===== src/rtl/collision_scan_ctrl.sv =====
// collision_scan_ctrl: time-shares one collision checker across the car table and collects a per-car hit mask.
// Define COLLISION_SCAN_EARLY_EXIT_EN to end a scan at the first reported collision.
module collision_scan_ctrl #(
    parameter int NUM_CARS  = 10,
    parameter int CHECK_LAT = 1
) (
    input  logic        clk,
    input  logic        rst,
    input  logic        wr_en,
    input  logic [3:0]  wr_index,
    input  logic [9:0]  wr_x,
    input  logic [9:0]  wr_y,
    input  logic [1:0]  wr_orient,
    input  logic        wr_valid,
    input  logic        start,
    output logic        busy,
    output logic        done,
    output logic [15:0] hit_mask,
    output logic        any_hit,
    output logic [9:0]  carX,
    output logic [9:0]  carY,
    output logic [1:0]  carOrient,
    output logic [3:0]  carIndex,
    input  logic        collision
);
    typedef enum logic [1:0] {IDLE, ISSUE, WAIT, DONE} state_t;
    state_t      state_q, state_d;
    logic [3:0]  idx_q, idx_d;
    logic [2:0]  cnt_q, cnt_d;
    logic        busy_q, busy_d, done_q, done_d, any_hit_q, any_hit_d;
    logic [15:0] hit_mask_q, hit_mask_d;
    logic [9:0]  car_x_q, car_x_d, car_y_q, car_y_d;
    logic [1:0]  car_orient_q, car_orient_d;
    logic [3:0]  car_index_q, car_index_d;
    logic [9:0]  tab_x_q [NUM_CARS], tab_x_d [NUM_CARS];
    logic [9:0]  tab_y_q [NUM_CARS], tab_y_d [NUM_CARS];
    logic [1:0]  tab_orient_q [NUM_CARS], tab_orient_d [NUM_CARS];
    logic        tab_valid_q [NUM_CARS], tab_valid_d [NUM_CARS];
    logic        sel_valid, last, fin;
    logic [9:0]  sel_x, sel_y;
    logic [1:0]  sel_orient;

    always_comb begin
        sel_valid  = 1'b0;
        sel_x      = '0;
        sel_y      = '0;
        sel_orient = '0;
        for (int i = 0; i < NUM_CARS; i++) begin
            if (idx_q == 4'(i)) begin
                sel_valid  = tab_valid_q[i];
                sel_x      = tab_x_q[i];
                sel_y      = tab_y_q[i];
                sel_orient = tab_orient_q[i];
            end
        end
        last = idx_q == 4'(NUM_CARS - 1);
`ifdef COLLISION_SCAN_EARLY_EXIT_EN
        fin = last || collision;
`else
        fin = last;
`endif
        state_d      = state_q;
        idx_d        = idx_q;
        cnt_d        = cnt_q;
        hit_mask_d   = hit_mask_q;
        any_hit_d    = any_hit_q;
        car_x_d      = car_x_q;
        car_y_d      = car_y_q;
        car_orient_d = car_orient_q;
        car_index_d  = car_index_q;
        tab_x_d      = tab_x_q;
        tab_y_d      = tab_y_q;
        tab_orient_d = tab_orient_q;
        tab_valid_d  = tab_valid_q;
        case (state_q)
            IDLE: begin
                for (int i = 0; i < NUM_CARS; i++) begin
                    if (wr_en && wr_index == 4'(i)) begin
                        tab_x_d[i]      = wr_x;
                        tab_y_d[i]      = wr_y;
                        tab_orient_d[i] = wr_orient;
                        tab_valid_d[i]  = wr_valid;
                    end
                end
                if (start) begin
                    state_d    = ISSUE;
                    idx_d      = '0;
                    hit_mask_d = '0;
                    any_hit_d  = 1'b0;
                end
            end
            ISSUE: begin
                if (sel_valid) begin
                    car_x_d      = sel_x;
                    car_y_d      = sel_y;
                    car_orient_d = sel_orient;
                    car_index_d  = idx_q;
                    cnt_d        = '0;
                    state_d      = WAIT;
                end else begin
                    state_d = last ? DONE : ISSUE;
                    idx_d   = last ? idx_q : idx_q + 4'd1;
                end
            end
            WAIT: begin
                // The checker result for this car is only trustworthy on the last WAIT edge.
                if (cnt_q == 3'(CHECK_LAT)) begin
                    hit_mask_d = hit_mask_q | (16'(collision) << idx_q);
                    any_hit_d  = any_hit_q | collision;
                    state_d    = fin ? DONE : ISSUE;
                    idx_d      = fin ? idx_q : idx_q + 4'd1;
                end else begin
                    cnt_d = cnt_q + 3'd1;
                end
            end
            default: state_d = IDLE;
        endcase
        busy_d = state_d != IDLE;
        done_d = state_d == DONE;
    end

    always_ff @(posedge clk) begin
        if (rst) begin
            state_q      <= IDLE;
            idx_q        <= '0;
            cnt_q        <= '0;
            busy_q       <= 1'b0;
            done_q       <= 1'b0;
            hit_mask_q   <= '0;
            any_hit_q    <= 1'b0;
            car_x_q      <= '0;
            car_y_q      <= '0;
            car_orient_q <= '0;
            car_index_q  <= '0;
            for (int i = 0; i < NUM_CARS; i++) begin
                tab_x_q[i]      <= '0;
                tab_y_q[i]      <= '0;
                tab_orient_q[i] <= '0;
                tab_valid_q[i]  <= 1'b0;
            end
        end else begin
            state_q      <= state_d;
            idx_q        <= idx_d;
            cnt_q        <= cnt_d;
            busy_q       <= busy_d;
            done_q       <= done_d;
            hit_mask_q   <= hit_mask_d;
            any_hit_q    <= any_hit_d;
            car_x_q      <= car_x_d;
            car_y_q      <= car_y_d;
            car_orient_q <= car_orient_d;
            car_index_q  <= car_index_d;
            tab_x_q      <= tab_x_d;
            tab_y_q      <= tab_y_d;
            tab_orient_q <= tab_orient_d;
            tab_valid_q  <= tab_valid_d;
        end
    end

    assign busy      = busy_q;
    assign done      = done_q;
    assign hit_mask  = hit_mask_q;
    assign any_hit   = any_hit_q;
    assign carX      = car_x_q;
    assign carY      = car_y_q;
    assign carOrient = car_orient_q;
    assign carIndex  = car_index_q;
endmodule


===== config.mk =====
export PLATFORM = sky130hd
export DESIGN_NAME = collision_scan_ctrl
export DESIGN_NICKNAME = d
export VERILOG_FILES = /design/src/rtl/collision_scan_ctrl.sv
export SDC_FILE = /design/constraint.sdc
export NUM_CORES = 1
export LEC_CHECK = 0
export BUFFER_PORTS_ARGS = -buffer_cell sky130_fd_sc_hd__buf_2
export CAP_MARGIN = 20
export CELL_PAD_IN_SITES_DETAIL_PLACEMENT = 0
export CELL_PAD_IN_SITES_GLOBAL_PLACEMENT = 1
export CORE_ASPECT_RATIO = 0.5
export CORE_MARGIN = 5
export CORE_UTILIZATION = 45
export DETAILED_ROUTE_END_ITERATION = 7
export PLACE_DENSITY_LB_ADDON = 0.1
export SYNTH_ARGS = -nofsm -noshare
export SYNTH_HDL_FRONTEND = slang
export SYNTH_SLANG_ARGS = --single-unit

===== constraint.sdc =====
create_clock -name clk -period 2.7 [get_ports clk]
set_input_delay 0.27 -clock clk [delete_from_list [all_inputs] [get_ports clk]]
set_output_delay 0.27 -clock clk [all_outputs]
set_load 0.1 [all_outputs]

==> results.txt, run 1 <==
Least-Margin Pin Slew: 0.740 ns
Non-Filler Instances: 2119
clk buf depth: 3
Clock power frac: 44.2%
Post-Synthesis Cells: 1710
most frequent cells in the layout: 562 x nand2_1, 305 x a21oi_1, 284 x dfxtp_1
skew final: 0.0143 ns
P&R area growth vs syn: 13.4%
combinational share of power: 8.0%
Seq cells post-synth: 284
port buffer count: 76
synth warn: 0
number of buffers inserted by hold repair at cts: 0
grt ovf: 0
Die Ht: 128 µm
largest net degree at the start of global routing: 89
post-route ant nets: 0
f_max: 0.401 GHz
Mean Syn Cell Area: 7.36 µm²
Cell Rows: 43
Total GRT Usage: 25.4%
xor-xnor portion of the synthesized cell area: 0.0695%
ys flop type: dfxtp_1
routability cong.: 0.854
starting DRC count in detailed routing: 1143
max-slew violations: 0
asr flop ratio synth: 0%
number of H-tree levels: 1
final setup fails: 0
most common cell after layout, fill and taps aside: nand2_1
Int Power: 6.73 mW
drt via density: 5.71
residual DRC count: 0
Multi-input gate area: 6210 µm²
DP Wirelength: 26700 µm
Core ar.: 27700 µm²
largest family of logic cells by synthesized area: simple AND/OR/NAND/NOR gates
initial antenna violation count: 0
post-synthesis cell type count: 60
mux contribution to synthesized area: 0.0795%
syn nets: 1752
outcome: completed
Most Used Layer, Global Route: met2
Yosys top cell by area: dfxtp_1
maximum VDD drop: 0.432 mV
First-pass DRT Iterations: 5
Max-cap violations: 0
Filler cells: 2755
Critical Path AT: 2.96 ns
met1 Usage GRT: 35.5%
sequential share of the synthesized area: 45.1%
Die Wd: 247 µm
sw power: 2.22 mW
Starting Density: 45.5%
routed len/inst: 19.4 µm
met3 Track Usage GR: 4.35%
fraction of layout cells with a size suffix above 1: 11.7%
CTS Sinks: 284
PnR Total Power: 8.95 mW
CTS root buf: clkbuf_16
Seq pwr share: 47.7%
vias in the first global route: 11163
Hold Crit Class: in2reg
Setup CP Type: reg2reg
nets: 1760
Yosys top cell area share: 45.1%
via count: 12091
global-route wire length before repair: 63800 µm
Mapped Area: 12600 µm²
switching share of power: 24.8%
Pwr Density: 627 nW/µm²
CTS clk-pin slew, worst paths: 0.07 ns
WL final: 41100 µm
met2 Usage GRT: 41.4%
Synth Area in Compound Gates: 23.5%
final worst-path cycle share: 92.3%
RSZ-0062 raised after global routing: no
Synth Area in Simple Gates: 24.2%
CP max FO: 23
die area: 31600 µm²
number of synthesized flops with an enable pin: 0
adder-cell area share of the yosys netlist: 0.994%
CTS tree: yes
# IOs: 77
Placed Cells: 2068
FF/Latch Area: 5690 µm²
CP Launch Type: register
Worst Path Required: 3.17 ns
total inserted antenna cells: 0
number of buffers created by CTS: 27
Rel. slew slack: 50.7%
fin crit period: 2.49 ns
ranking of synthesized cells by area: dfxtp_1 45%, nand2_1 17%, a21oi_1 12%
Final Hold Viols: 0
Skew-Pair Late Insertion Delay: 0.55 ns
critical path endpoint category: register
Leak Pwr: 4.80 nW
## flip-flops by register name, indices dropped and copies added, names as in the netlist, 2 cells and up
signal and flops:
tab_x_q 100, tab_y_q 100, tab_orient_q 20, hit_mask 16
carX 10, carY 10, tab_valid_q 10, carIndex 4
idx_q 4, cnt_q 3, carOrient 2, state_q 2
## layout make-up
type	count	share of cell area (%)
inverter	33	0.868
timing repair buffer	137	6.19
tap	382	3.35
clock buffer	43	5.57
clock inverter	5	0.701
sequential	284	39.8
multi-input combinational	1235	43.5
## worst paths after layout
kind	start	to	slack [ns]	cells after the start
setup reg to reg	idx_q[0]	carY[4]	0.21	9
hold reg to reg	carX[5]	carX[5]	0.45	2
hold / removal	collision	any_hit	0.03	3
setup / recovery	idx_q[0]	carY[4]	0.21	9
## cells by family after synthesis
| kind of cell | count (synthesis) |
|---|---|
| AOI/OAI and AO/OA | 492 |
| xor gates and xnor gates | 1 |
| adders and majority gates | 10 |
| buffers and inverters | 191 |
| DFF | 284 |
| muxes | 1 |
| and+or+nand+nor | 731 |
## power groups by stage
stage | combinational [mW] | sequential, mW | clock, mW
global route | 0.775 | 4.28 | 4.21
global placement | 0.691 | 4.36 | 0
CTS | 0.706 | 4.27 | 4.04
finish | 0.717 | 4.27 | 3.96
floorplan | 0.429 | 4.41 | 0
detailed placement | 0.704 | 4.37 | 0
## metal layers
metal	part of all wire (%)	wire length, µm
met5	0	0
met3	7.2	2940
met1	45	18500
met2	45	18700
met4	2.4	997
## through the flow
| stage | cell area [µm²] | TNS [ns] | util (%) | hold slack, ns | setup WS [ns] |
|---|---|---|---|---|---|
| floorplan | 12600 | 0 | - | 0.411 | 0.407 |
| global placement | 13300 | -0.788 | 48.1 | 0.438 | -0.134 |
| detailed placement | 13300 | -0.256 | 48.2 | 0.447 | -0.118 |
| CTS | 14200 | 0 | 51.4 | 0.0111 | 0.0536 |
| global route | 14300 | 0 | 51.6 | 0.0507 | 0.0307 |
| finish | 14300 | 0 | 51.6 | 0.0328 | 0.208 |
## worst max-delay path, stage by stage, from the launching register on
cell and delay (ns):
dfxtp_1 0.45, inv_1 0.14, ha_2 0.25, buf_4 0.24
nand3b_2 0.13, o21ai_2 0.10, o31ai_4 0.41, buf_6 0.25
nand2_2 0.23, o2bb2ai_1 0.21
## cell usage after synthesis (2+ instances only)
cell       instances
buf_6              2
and4_1             2
dfxtp_1          284
a21oi_1          305
nand3_1           17
o21ai_0           33
nand2_1          562
or2_2              2
nand2b_1           9
nand3b_1          24
nor3_1            17
a211oi_1          16
or3_1              3
o22ai_1           18
o2bb2ai_1         17
buf_1              8
nor3b_1            5
o211ai_1          17
buf_4              4
a31oi_1            8
inv_1             32
ha_1              10
nor4_1             3
nand4_1            2
nor2b_1            4
o21ai_1            3
a21o_1             2
nand3b_4           2
o221ai_1          21
and3_1             8
nor2_1            64
clkbuf_1         134
a221oi_1          35
buf_2             10
o21ai_2            2
## timing repair
action | 4_1_cts | 5_1_grt
gates cloned | 0 | 0
setup endpoints to repair | 5 | 14
resized for setup | 2 | 6
pin swaps | 0 | 1
endpoints found under the hold margin | 0 | 0
setup buffers | 0 | 2
(Power assumes the default switching activity.)
==> run 2, diff against run 1 <==
- CORE_ASPECT_RATIO: 0.5 -> 1.5
==> run 2 against run 1 <==
Non-clock buffer count is 18 higher. Global-route usage is 2.1 points higher. Sequential power hardly changed. Critical path depth stayed put. Register-to-register slack worse by 0.05 ns. Critical path type unchanged.
==> results.txt, run 2 (synthesis gave the netlist of run 1 again) <==
Setup CP Type: reg2reg (unchanged)
Cell Rows: 75 (was 43)
drt via density: 5.74 (was 5.71)
final worst-path cycle share: 94.1% (was 92.3%)
combinational share of power: 8.4% (was 8.0%)
DP Wirelength: 28500 µm (was 26700 µm)
Setup Buffers After CTS: 0 (unchanged)
clk buf depth: 3 (unchanged)
fin crit period: 2.54 ns (was 2.49 ns)
Seq pwr share: 47.7% (about the same)
worst-path cell chain: ha_2 > a211oi_1 > a211oi_2 > a41oi_2 > o31ai_4 > buf_6 > nor2_1 > buf_4 > o2bb2ai_1 (was inv_1 > ha_2 > buf_4 > nand3b_2 > o21ai_2 > o31ai_4 > buf_6 > nand2_2 > o2bb2ai_1)
most frequent cells in the layout: 562 x nand2_1, 305 x a21oi_1, 283 x dfxtp_1 (was 562 x nand2_1, 305 x a21oi_1, 284 x dfxtp_1)
final setup fails: 0 (unchanged)
PnR Total Power: 8.96 mW (was 8.95 mW)
# IOs: 77 (unchanged)
nets: 1779 (was 1760)
Clock power frac: 43.9% (was 44.2%)
sw power: 2.24 mW (was 2.22 mW)
Critical Path AT: 2.98 ns (was 2.96 ns)
initial antenna violation count: 0 (unchanged)
via count: 12069 (was 12091)
Worst Path Required: 3.14 ns (was 3.17 ns)
number of H-tree levels: 1 (unchanged)
Max-cap violations: 0 (unchanged)
f_max: 0.394 GHz (was 0.401 GHz)
switching share of power: 25.0% (was 24.8%)
CP max FO: 15 (was 23)
Least-Margin Pin Slew: 1.13 ns (was 0.740 ns)
CTS root buf: clkbuf_16 (unchanged)
P&R area growth vs syn: 14.8% (was 13.4%)
largest net degree at the start of global routing: 116 (was 89)
CTS Sinks: 284 (unchanged)
fraction of layout cells with a size suffix above 1: 12.8% (was 11.7%)
First-pass DRT Iterations: 7 (was 5)
Buffers & Inverters on Critical Path: 2 (was 3)
routability cong.: 0.870 (was 0.854)
Hold Crit Class: in2reg (unchanged)
grt ovf: 0 (unchanged)
Rel. slew slack: 24.5% (was 50.7%)
CTS tree: yes (unchanged)
port buffer count: 76 (unchanged)
max-slew violations: 0 (unchanged)
final core area utilization: 52.0% (was 51.6%)
critical path endpoint category: register (unchanged)
Core ar.: 27800 µm² (was 27700 µm²)
CTS clk-pin slew, worst paths: 0.07 ns (about the same)
biggest regs: tab_x_q x100, tab_y_q x100, tab_orient_q x20 (unchanged)
Pwr Density: 620 nW/µm² (was 627 nW/µm²)
starting DRC count in detailed routing: 1083 (was 1143)
most common cell after layout, fill and taps aside: nand2_1 (unchanged)
Total GRT Usage: 27.5% (was 25.4%)
crit-path leading delay family: compound AO/OA/AOI/OAI gates (unchanged)
global-route wire length before repair: 68400 µm (was 63800 µm)
Die Ht: 215 µm (was 128 µm)
Skew-Pair Late Insertion Delay: 0.55 ns (about the same)
Slowest cell on crit path: dfxtp_1 (unchanged)
CP Launch Type: register (unchanged)
post-route ant nets: 0 (unchanged)
Starting Density: 45.3% (was 45.5%)
Final Hold Viols: 0 (unchanged)
vias in the first global route: 11761 (was 11163)
Leak Pwr: 4.94 nW (was 4.80 nW)
die area: 31500 µm² (was 31600 µm²)
WL final: 44500 µm (was 41100 µm)
Die Wd: 147 µm (was 247 µm)
RSZ-0062 raised after global routing: no (unchanged)
number of buffers created by CTS: 28 (was 27)
residual DRC count: 0 (unchanged)
max incr delay on CP: 0.42 ns (was 0.45 ns)
skew final: 0.00676 ns (was 0.0143 ns)
routed len/inst: 21.1 µm (was 19.4 µm)
Int Power: 6.72 mW (was 6.73 mW)
outcome: completed (unchanged)
maximum VDD drop: 0.473 mV (was 0.432 mV)
==> run 2: changes by cell type in the layout (fill, tap and decap cells not counted), moves of 2 or more <==
| cell | before | now |
|---|---|---|
| buf_4 | 56 | 69 |
| clkbuf_1 | 10 | 6 |
| bufinv_16 | 3 | 1 |
| clkbuf_16 | 27 | 29 |
| clkinv_2 | 2 | 5 |
| clkbuf_8 | 7 | 9 |
| buf_12 | 2 | 8 |
==> run 2: area by class of cell <==
| cell class | count | area, µm² |
|---|---|---|
| clock buffers | 43 | 858 |
| diodes | 1 | 2.50 |
| flip-flops and latches | 284 | 5690 |
| multi-input cells | 1235 | 6210 |
| repair buffers | 155 | 1090 |
| clock inverters | 6 | 55.1 |
| inverters | 33 | 124 |
| well taps | 346 | 433 |
| fillers | 2811 | 13300 |
==> run 2: what timing repair did <==
item | 4_1_cts | 5_1_grt
resized for setup | 1 | 4
setup endpoints to repair | 4 | 18
hold buffers | 0 | 0
pin swaps | 0 | 1
gates cloned | 0 | 0
==> run 2: worst paths after layout <==
check | start | endpoint | slack (ns) | cells after the start
hold reg to reg | tab_x_q[89] | tab_x_q[89] | 0.45 | 2
setup / recovery | idx_q[0] | carX[2] | 0.16 | 9
setup reg to reg | idx_q[0] | carX[2] | 0.16 | 9
hold / removal | collision | any_hit | 0.05 | 3
==> run 2: power by group through the flow <==
| stage | logic (mW) | clock network, mW | registers (mW) |
|---|---|---|---|
| 2_1_floorplan | 0.429 | 0 | 4.41 |
| 3_3_place_gp | 0.741 | 0 | 4.37 |
| 3_5_place_dp | 0.743 | 0 | 4.37 |
| 4_1_cts | 0.747 | 4.00 | 4.27 |
| 5_1_grt | 0.808 | 4.17 | 4.28 |
| 6_report | 0.749 | 3.93 | 4.27 |
==> run 2: through the flow <==
step / worst slack [ns] / hold WS [ns] / TNS, ns / instance area, µm² / cells
2_1_floorplan: 0.407 / 0.411 / 0 / 12600 / 1710
3_3_place_gp: -0.0735 / 0.438 / -0.0735 / 13500 / 2053
3_5_place_dp: -0.113 / 0.441 / -0.146 / 13500 / 2053
4_1_cts: 0.0847 / 0.0196 / 0 / 14400 / 2102
5_1_grt: 0.0384 / 0.0560 / 0 / 14500 / 2102
6_report: 0.160 / 0.0466 / 0 / 14500 / 2103
==> run 2: metal layers <==
layer	global-route usage (%)	share of wire, %	up-vias
met5	0	0	-
met2	48.2	50	396
li1	-	-	5852
met1	32.9	39	5725
met4	15.2	5.9	0
met3	2.82	5.3	96
==> run 2: worst reg2reg max path: stages, from the launching register on <==
cell and delay [ns]:
dfxtp_1 0.42, ha_2 0.36, a211oi_1 0.13, a211oi_2 0.32, a41oi_2 0.12, o31ai_4 0.35, buf_6 0.28, nor2_1 0.07
buf_4 0.22, o2bb2ai_1 0.15
